==> src/rtl/fli_pkg.sv <==
// Shared constants for the fluid level monitor: register map, event bits and
// a constant clog2 used to size the level and counter fields.
package fli_pkg;

  localparam logic [1:0] REG_LVL = 2'd0;
  localparam logic [1:0] REG_IER = 2'd1;
  localparam logic [1:0] REG_IFR = 2'd2;
  localparam logic [1:0] REG_THR = 2'd3;

  localparam int EVT_FULL  = 0;
  localparam int EVT_EMPTY = 1;
  localparam int EVT_ERROR = 2;
  localparam int EVT_HIGH  = 3;
  localparam int EVT_LOW   = 4;
  localparam int NUM_EVT   = 5;

  function automatic int clog2(input int v);
    int r;
    r = 0;
    for (int i = 0; i < 31; i++)
      if ((1 << i) < v) r = i + 1;
    return r;
  endfunction

endpackage

==> src/rtl/fli_sample_debounce.sv <==
// Tick generator plus sensor debouncer: a sample is accepted once DEBOUNCE
// consecutive ticks have seen the same value.
module fli_sample_debounce
  import fli_pkg::*;
#(
  parameter int SENSOR_BITS = 8,
  parameter int CLK_DIV     = 9999999,
  parameter int DEBOUNCE    = 3
) (
  input  logic                   clk,
  input  logic                   rst,
  input  logic [SENSOR_BITS-1:0] sensor_in,
  output logic [SENSOR_BITS-1:0] stable,
  output logic                   stable_valid
);

  localparam int DIVW = (CLK_DIV == 0) ? 1 : clog2(CLK_DIV + 1);
  localparam int CW   = clog2(DEBOUNCE + 1);

  logic [DIVW-1:0]        div_q, div_d;
  logic                   tick;
  logic [SENSOR_BITS-1:0] cand_q, cand_d, stable_q, stable_d;
  logic [CW-1:0]          cnt_q, cnt_d;
  logic                   valid_q, valid_d;

  assign tick  = (div_q == '0);
  assign div_d = tick ? DIVW'(CLK_DIV) : div_q - DIVW'(1);

  // stable is loaded on the same tick that completes the run, so it is
  // visible the cycle after that tick.
  always_comb begin
    cand_d   = cand_q;
    cnt_d    = cnt_q;
    stable_d = stable_q;
    valid_d  = valid_q;
    if (tick) begin
      if (sensor_in != cand_q) begin
        cand_d = sensor_in;
        cnt_d  = CW'(1);
      end else if (cnt_q != CW'(DEBOUNCE)) begin
        cnt_d = cnt_q + CW'(1);
      end
      if (cnt_d == CW'(DEBOUNCE)) begin
        stable_d = cand_d;
        valid_d  = 1'b1;
      end
    end
  end

  always_ff @(posedge clk or negedge rst) begin
    if (!rst) begin
      div_q    <= DIVW'(CLK_DIV);
      cand_q   <= '0;
      cnt_q    <= '0;
      stable_q <= '0;
      valid_q  <= 1'b0;
    end else begin
      div_q    <= div_d;
      cand_q   <= cand_d;
      cnt_q    <= cnt_d;
      stable_q <= stable_d;
      valid_q  <= valid_d;
    end
  end

  assign stable       = stable_q;
  assign stable_valid = valid_q;

endmodule

==> src/rtl/fluid_level_monitor.sv <==
// Tank level peripheral: debounced thermometer sensors, level/error decode,
// edge-detected events into a W1C flag register and a maskable level irq.
module fluid_level_monitor
  import fli_pkg::*;
#(
  parameter int SENSOR_BITS = 8,
  parameter int CLK_DIV     = 9999999,
  parameter int DEBOUNCE    = 3
) (
  input  logic                   clk,
  input  logic                   rst,
  input  logic [3:0]             wr_addr,
  input  logic                   wr_en,
  input  logic [31:0]            wr_data,
  input  logic [3:0]             wr_strb,
  input  logic [3:0]             rd_addr,
  input  logic                   rd_en,
  output logic [31:0]            rd_data,
  input  logic [SENSOR_BITS-1:0] sensor_in,
  output logic                   irq
);

  localparam int LW = clog2(SENSOR_BITS + 1);
  localparam logic [LW-1:0] NMAX = LW'(SENSOR_BITS);

  logic [SENSOR_BITS-1:0] stable, stable_inc;
  logic                   stable_valid;

  fli_sample_debounce #(
    .SENSOR_BITS(SENSOR_BITS),
    .CLK_DIV    (CLK_DIV),
    .DEBOUNCE   (DEBOUNCE)
  ) u_sd (
    .clk         (clk),
    .rst         (rst),
    .sensor_in   (sensor_in),
    .stable      (stable),
    .stable_valid(stable_valid)
  );

  logic [LW-1:0]      level_q, level_d, hi_q, hi_d, lo_q, lo_d;
  logic               err_q, err_d;
  logic [NUM_EVT-1:0] ier_q, ier_d, ifr_q, ifr_d, hist_q, cond, rise, ifr_clr;
  logic               wr_ok;
  logic [1:0]         wa;
  logic               unused_addr_bits;

  assign unused_addr_bits = ^{wr_addr[1:0], rd_addr[1:0], wr_data};

  function automatic logic [LW-1:0] sat(input logic [LW-1:0] v);
    return (v > NMAX) ? NMAX : v;
  endfunction

  // A valid thermometer code plus one has no bits in common with itself.
  assign stable_inc = stable + SENSOR_BITS'(1);
  assign err_d      = |(stable & stable_inc);

  always_comb begin
    level_d = '0;
    for (int k = 0; k < SENSOR_BITS; k++)
      if (stable[k]) level_d = LW'(k + 1);
  end

  always_comb begin
    cond            = '0;
    cond[EVT_FULL]  = (level_q == NMAX);
    cond[EVT_EMPTY] = (level_q == '0);
    cond[EVT_ERROR] = err_q;
    cond[EVT_HIGH]  = (level_q >= hi_q);
    cond[EVT_LOW]   = (level_q <= lo_q);
  end

  assign rise  = cond & ~hist_q;
  assign wr_ok = wr_en && (wr_strb == 4'hF);
  assign wa    = wr_addr[3:2];

  always_comb begin
    ier_d   = ier_q;
    lo_d    = lo_q;
    hi_d    = hi_q;
    ifr_clr = '0;
    if (wr_ok) begin
      case (wa)
        REG_IER: ier_d   = wr_data[NUM_EVT-1:0];
        REG_IFR: ifr_clr = wr_data[NUM_EVT-1:0];
        REG_THR: begin
          lo_d = sat(wr_data[LW-1:0]);
          hi_d = sat(wr_data[16 +: LW]);
        end
        default: ;
      endcase
    end
    // A fresh event outranks a same-cycle clear.
    ifr_d = (ifr_q & ~ifr_clr) | rise;
  end

  always_ff @(posedge clk or negedge rst) begin
    if (!rst) begin
      level_q <= '0;
      err_q   <= 1'b0;
      ier_q   <= '0;
      ifr_q   <= '0;
      hi_q    <= NMAX;
      lo_q    <= '0;
      hist_q  <= '1;
    end else begin
      level_q <= level_d;
      err_q   <= err_d;
      ier_q   <= ier_d;
      ifr_q   <= ifr_d;
      hi_q    <= hi_d;
      lo_q    <= lo_d;
      hist_q  <= cond;
    end
  end

  always_comb begin
    rd_data = '0;
    if (rd_en) begin
      case (rd_addr[3:2])
        REG_LVL: begin
          rd_data[LW-1:0] = level_q;
          rd_data[30]     = stable_valid;
          rd_data[31]     = err_q;
        end
        REG_IER: rd_data[NUM_EVT-1:0] = ier_q;
        REG_IFR: rd_data[NUM_EVT-1:0] = ifr_q;
        REG_THR: begin
          rd_data[LW-1:0]  = lo_q;
          rd_data[16 +: LW] = hi_q;
        end
        default: ;
      endcase
    end
  end

  assign irq = |(ier_q & ifr_q);

endmodule

==> config.mk <==
export PLATFORM = sky130hd
export DESIGN_NAME = fluid_level_monitor
export DESIGN_NICKNAME = d
export VERILOG_FILES = /design/src/rtl/fli_pkg.sv /design/src/rtl/fli_sample_debounce.sv /design/src/rtl/fluid_level_monitor.sv
export SDC_FILE = /design/constraint.sdc
export NUM_CORES = 1
export LEC_CHECK = 0
export ABC_AREA = 1
export CORE_ASPECT_RATIO = 0.9
export CORE_MARGIN = 5
export CORE_UTILIZATION = 35
export DETAILED_ROUTE_END_ITERATION = 8
export DONT_BUFFER_PORTS = 1
export PLACE_DENSITY = 0.49
export RECOVER_POWER = 25
export SYNTH_ARGS = -nofsm -noshare
export SYNTH_HDL_FRONTEND = slang
export SYNTH_SLANG_ARGS = --single-unit
==> constraint.sdc <==
create_clock -name clk -period 2.06 [get_ports clk]
set_input_delay 0.412 -clock clk [delete_from_list [all_inputs] [get_ports clk]]
set_output_delay 0.412 -clock clk [all_outputs]
set_load 0.02 [all_outputs]
==> impl_metrics.yaml <==
run_status:
  outcome: "finished with violations"
  violations: "hold timing"
logic_synthesis:
  yosys.area.top_type: "dfrtp_1"
  synth_top_area_share_pct: 31.7
  synthSimpleGateAreaFrac_pct: 27.8
  synthAdderAreaFrac_pct: 4.35
  netlist_area_um2: 4030
  yosysSeqAreaShare_pct: 44.7
  synth_xor_area_share_pct: 3.48
  synth_compound_area_share_pct: 8.54
  muxShareOfSynthArea_pct: 0
  yosys-top-cells-area: "dfrtp_1 (32%), dfstp_2 (13%), nand2_1 (12%)"
  synth_top_family_by_area: "simple AND/OR/NAND/NOR gates"
  yosysUniqueCellTypes: 38
  syn_inst: 509
  yosys_register_bits: 71
  syn_area_per_cell_um2: 7.91
  ys_warn_count: 0
global_routing:
  grt_antenna_before_repair: 0
  grt_pass1_wl_um: 14300
  grt.total_usage_pct: 13.2
  grt_pass1_vias: 2941
  gr-total-overflow: 0
  grt_max_degree: 72
finish:
  area_growth_pct: 11.3
  fin_area_um2: 4480
  most-common-layout-cells: "nand2_1 (133), inv_1 (68), nor2_1 (53)"
  postLayoutCoreUtil_pct: 39.5
  fill_cells: 1211
  regArea_um2: 1800
  final_common_cell: "nand2_1"
  num_antenna_cells: 0
  final_cells: 685
  drive_gt1_share_pct: 12.3
  multi_input_area_um2: 1860
  fin_nets: 594
floorplanning:
  die_w_um: 123
  start_util_pct: 35.5
  ios: 89
  dieHeight_um: 112
  fp.coreArea_um2: 11300
  fp-row-count: 37
  die_area_um2: 13800
setup_path:
  critPathMaxStageDelay_ps: 400
  rr_worst_depth: 9
  slowest_stage: "dfrtp_1"
  end_kind: "primary output"
  r2r_slack_ps: 340
  critPathLaunchType: "register"
  worstReg2RegStart: "u_sd.div_q[0]"
  r2r-end: "u_sd.stable[6]"
  path_cells: "nand2_1 -> nand2_1 -> a221oi_1 -> nand2_1"
  critPathMaxFanout: 3
  crit_top_cell: "nand2_1"
  cp_data_required_time_ps: 1650
  path_class: "register to primary output"
  cp.arrival_ps: 1360
sta:
  slew_viol_final: 0
  setup_violations: 0
  maxClockFrequency_ghz: 0.564
  setup_tns_ps: 0
  hold_violations: 71
  min_period_ps: 1770
  hold_ws_ps: -223
  min_period_over_period_pct: 86.0
  rsz0062_at_grt: "no"
  finClkSkew_ps: 6.28
clocking:
  cts_buffers: 9
  cts_buffer_depth: 2
  cts_tree: "yes"
  clk_latency_ps: 330
  cts_resized: 0
  cts_setup_buffers: 0
  path_clk_slew_ps: 60
  ctsHtreeMaxLevel: 3
  cts_root_buffer: "clkbuf_16"
  cts_sinks: 71
placed_design:
  gp_congestion: 0.829
  dp_hpwl_um: 6320
  io_buffer_count: 0
  placed_area_um2: 4180
  dp.cells: 669
pwr:
  p_leak_nw: 2.23
  ir_worst_vdd_v: 0.000365
  netSwitchingFraction_pct: 23.3
  p_sw_uw: 797
  seqPwrFrac_pct: 44.2
  share_comb_of_total_power_pct: 8.4
  clock_power_share_pct: 47.3
  internal_power_mw: 2.62
  power_density_nw_per_um2: 763
min_path:
  worstHoldPathType: "input port to async pin"
detailed_routing:
  wl_um: 8360
  drt_iter0_drc: 186
  via_per_inst: 4.43
  dr.pass1.iters: 4
  wl_per_cell_um: 12.2
  ant_nets: 0
  drc: 0
  via_count: 3036
flow_run:
  cap_violations: 0
[sequential cells by signal, summed over array words and instances, names as in the netlist, 5 cells and up]
signal       flops
ifr_q            5
ier_q            5
hist_q           5
u_sd.div_q      24
u_sd.cand_q      8
u_sd.stable      8
[per-stage QoR]
| stage | worst slack, ps | power [mW] |
|---|---|---|
| floorplan | 418 | 1.79 |
| global placement | 299 | 1.82 |
| detailed placement | 315 | 1.83 |
| CTS | 271 | 3.49 |
| global route | 177 | 3.60 |
| finish | 287 | 3.42 |
[per-layer routing]
| layer | routed length [µm] | GRT usage (%) | vias to the layer above |
|---|---|---|---|
| met5 | 0 | 0 | - |
| met4 | 140 | 4.87 | 0 |
| met3 | 380 | 3.66 | 10 |
| met2 | 3610 | 19.5 | 48 |
| met1 | 4230 | 18.2 | 1383 |
| li1 | - | - | 1595 |
[area by class of cell]
| class | count | area share [%] |
|---|---|---|
| Clock buffer | 12 | 5.27 |
| Clock inverter | 4 | 1.56 |
| Inverter | 70 | 5.86 |
| Multi-Input combinational cell | 364 | 41.4 |
| Sequential cell | 71 | 40.2 |
| Tap cell | 156 | 4.35 |
| Timing Repair Buffer | 8 | 1.34 |
[cell usage after synthesis]
master    number
buf_4         22
nand4_1        2
nand3_1       31
inv_2          2
nand4_2        1
ha_1          14
o211ai_1       1
xnor2_1        7
nor2_4         4
o21ai_0       38
xor2_1         9
nor3b_1        1
o21ai_1        2
nor3_4         1
nand4_4        1
dfstp_2       20
a21oi_1       15
conb_1         1
nand3b_1       1
a31oi_1        4
o21bai_1       1
nand2_1      133
buf_2          1
nor2_1        53
nand2_2        3
a221oi_1       1
o22ai_1        2
nor2_2         7
nand2_4        1
nor3_1         4
buf_6          1
or2_0          1
nand3_2        1
nor2_8         1
o21a_1         1
dfrtp_1       51
or2_2          2
inv_1         68
[critical path: cells and delay by family (launching register included)]
kind / cells / cell delay (ps)
AO/OA/AOI/OAI: 1 / 270
flip-flops: 1 / 400
AND/OR/NAND/NOR: 3 / 360
[worst max-delay path by stage]
stage | start | to | slack [ps] | cells after the start
CTS | ifr_q[2] | irq | 270 | 4
finish | ifr_q[2] | irq | 290 | 4
floorplan | rd_addr[2] | rd_data[3] | 420 | 5
detailed placement | u_sd.div_q[0] | u_sd.cand_q[7] | 310 | 8
global route | ier_q[3] | irq | 180 | 4
global placement | u_sd.div_q[0] | u_sd.stable[6] | 300 | 9
[power groups by stage]
stage	sequential, mW	combinational (mW)	clock (mW)
6_report	1.51	0.289	1.62
4_1_cts	1.51	0.292	1.68
3_5_place_dp	1.54	0.291	0
3_3_place_gp	1.53	0.281	0
5_1_grt	1.53	0.333	1.74
2_1_floorplan	1.52	0.265	0
[kinds of logic after synthesis]
| kind of cell | count (synthesis) |
|---|---|
| simple gates | 248 |
| fa+ha+maj | 14 |
| xor+xnor | 16 |
| other cells | 1 |
| compound gates | 65 |
| buf+inv | 94 |
| flops | 71 |
Power figures use the tool's default switching activity.
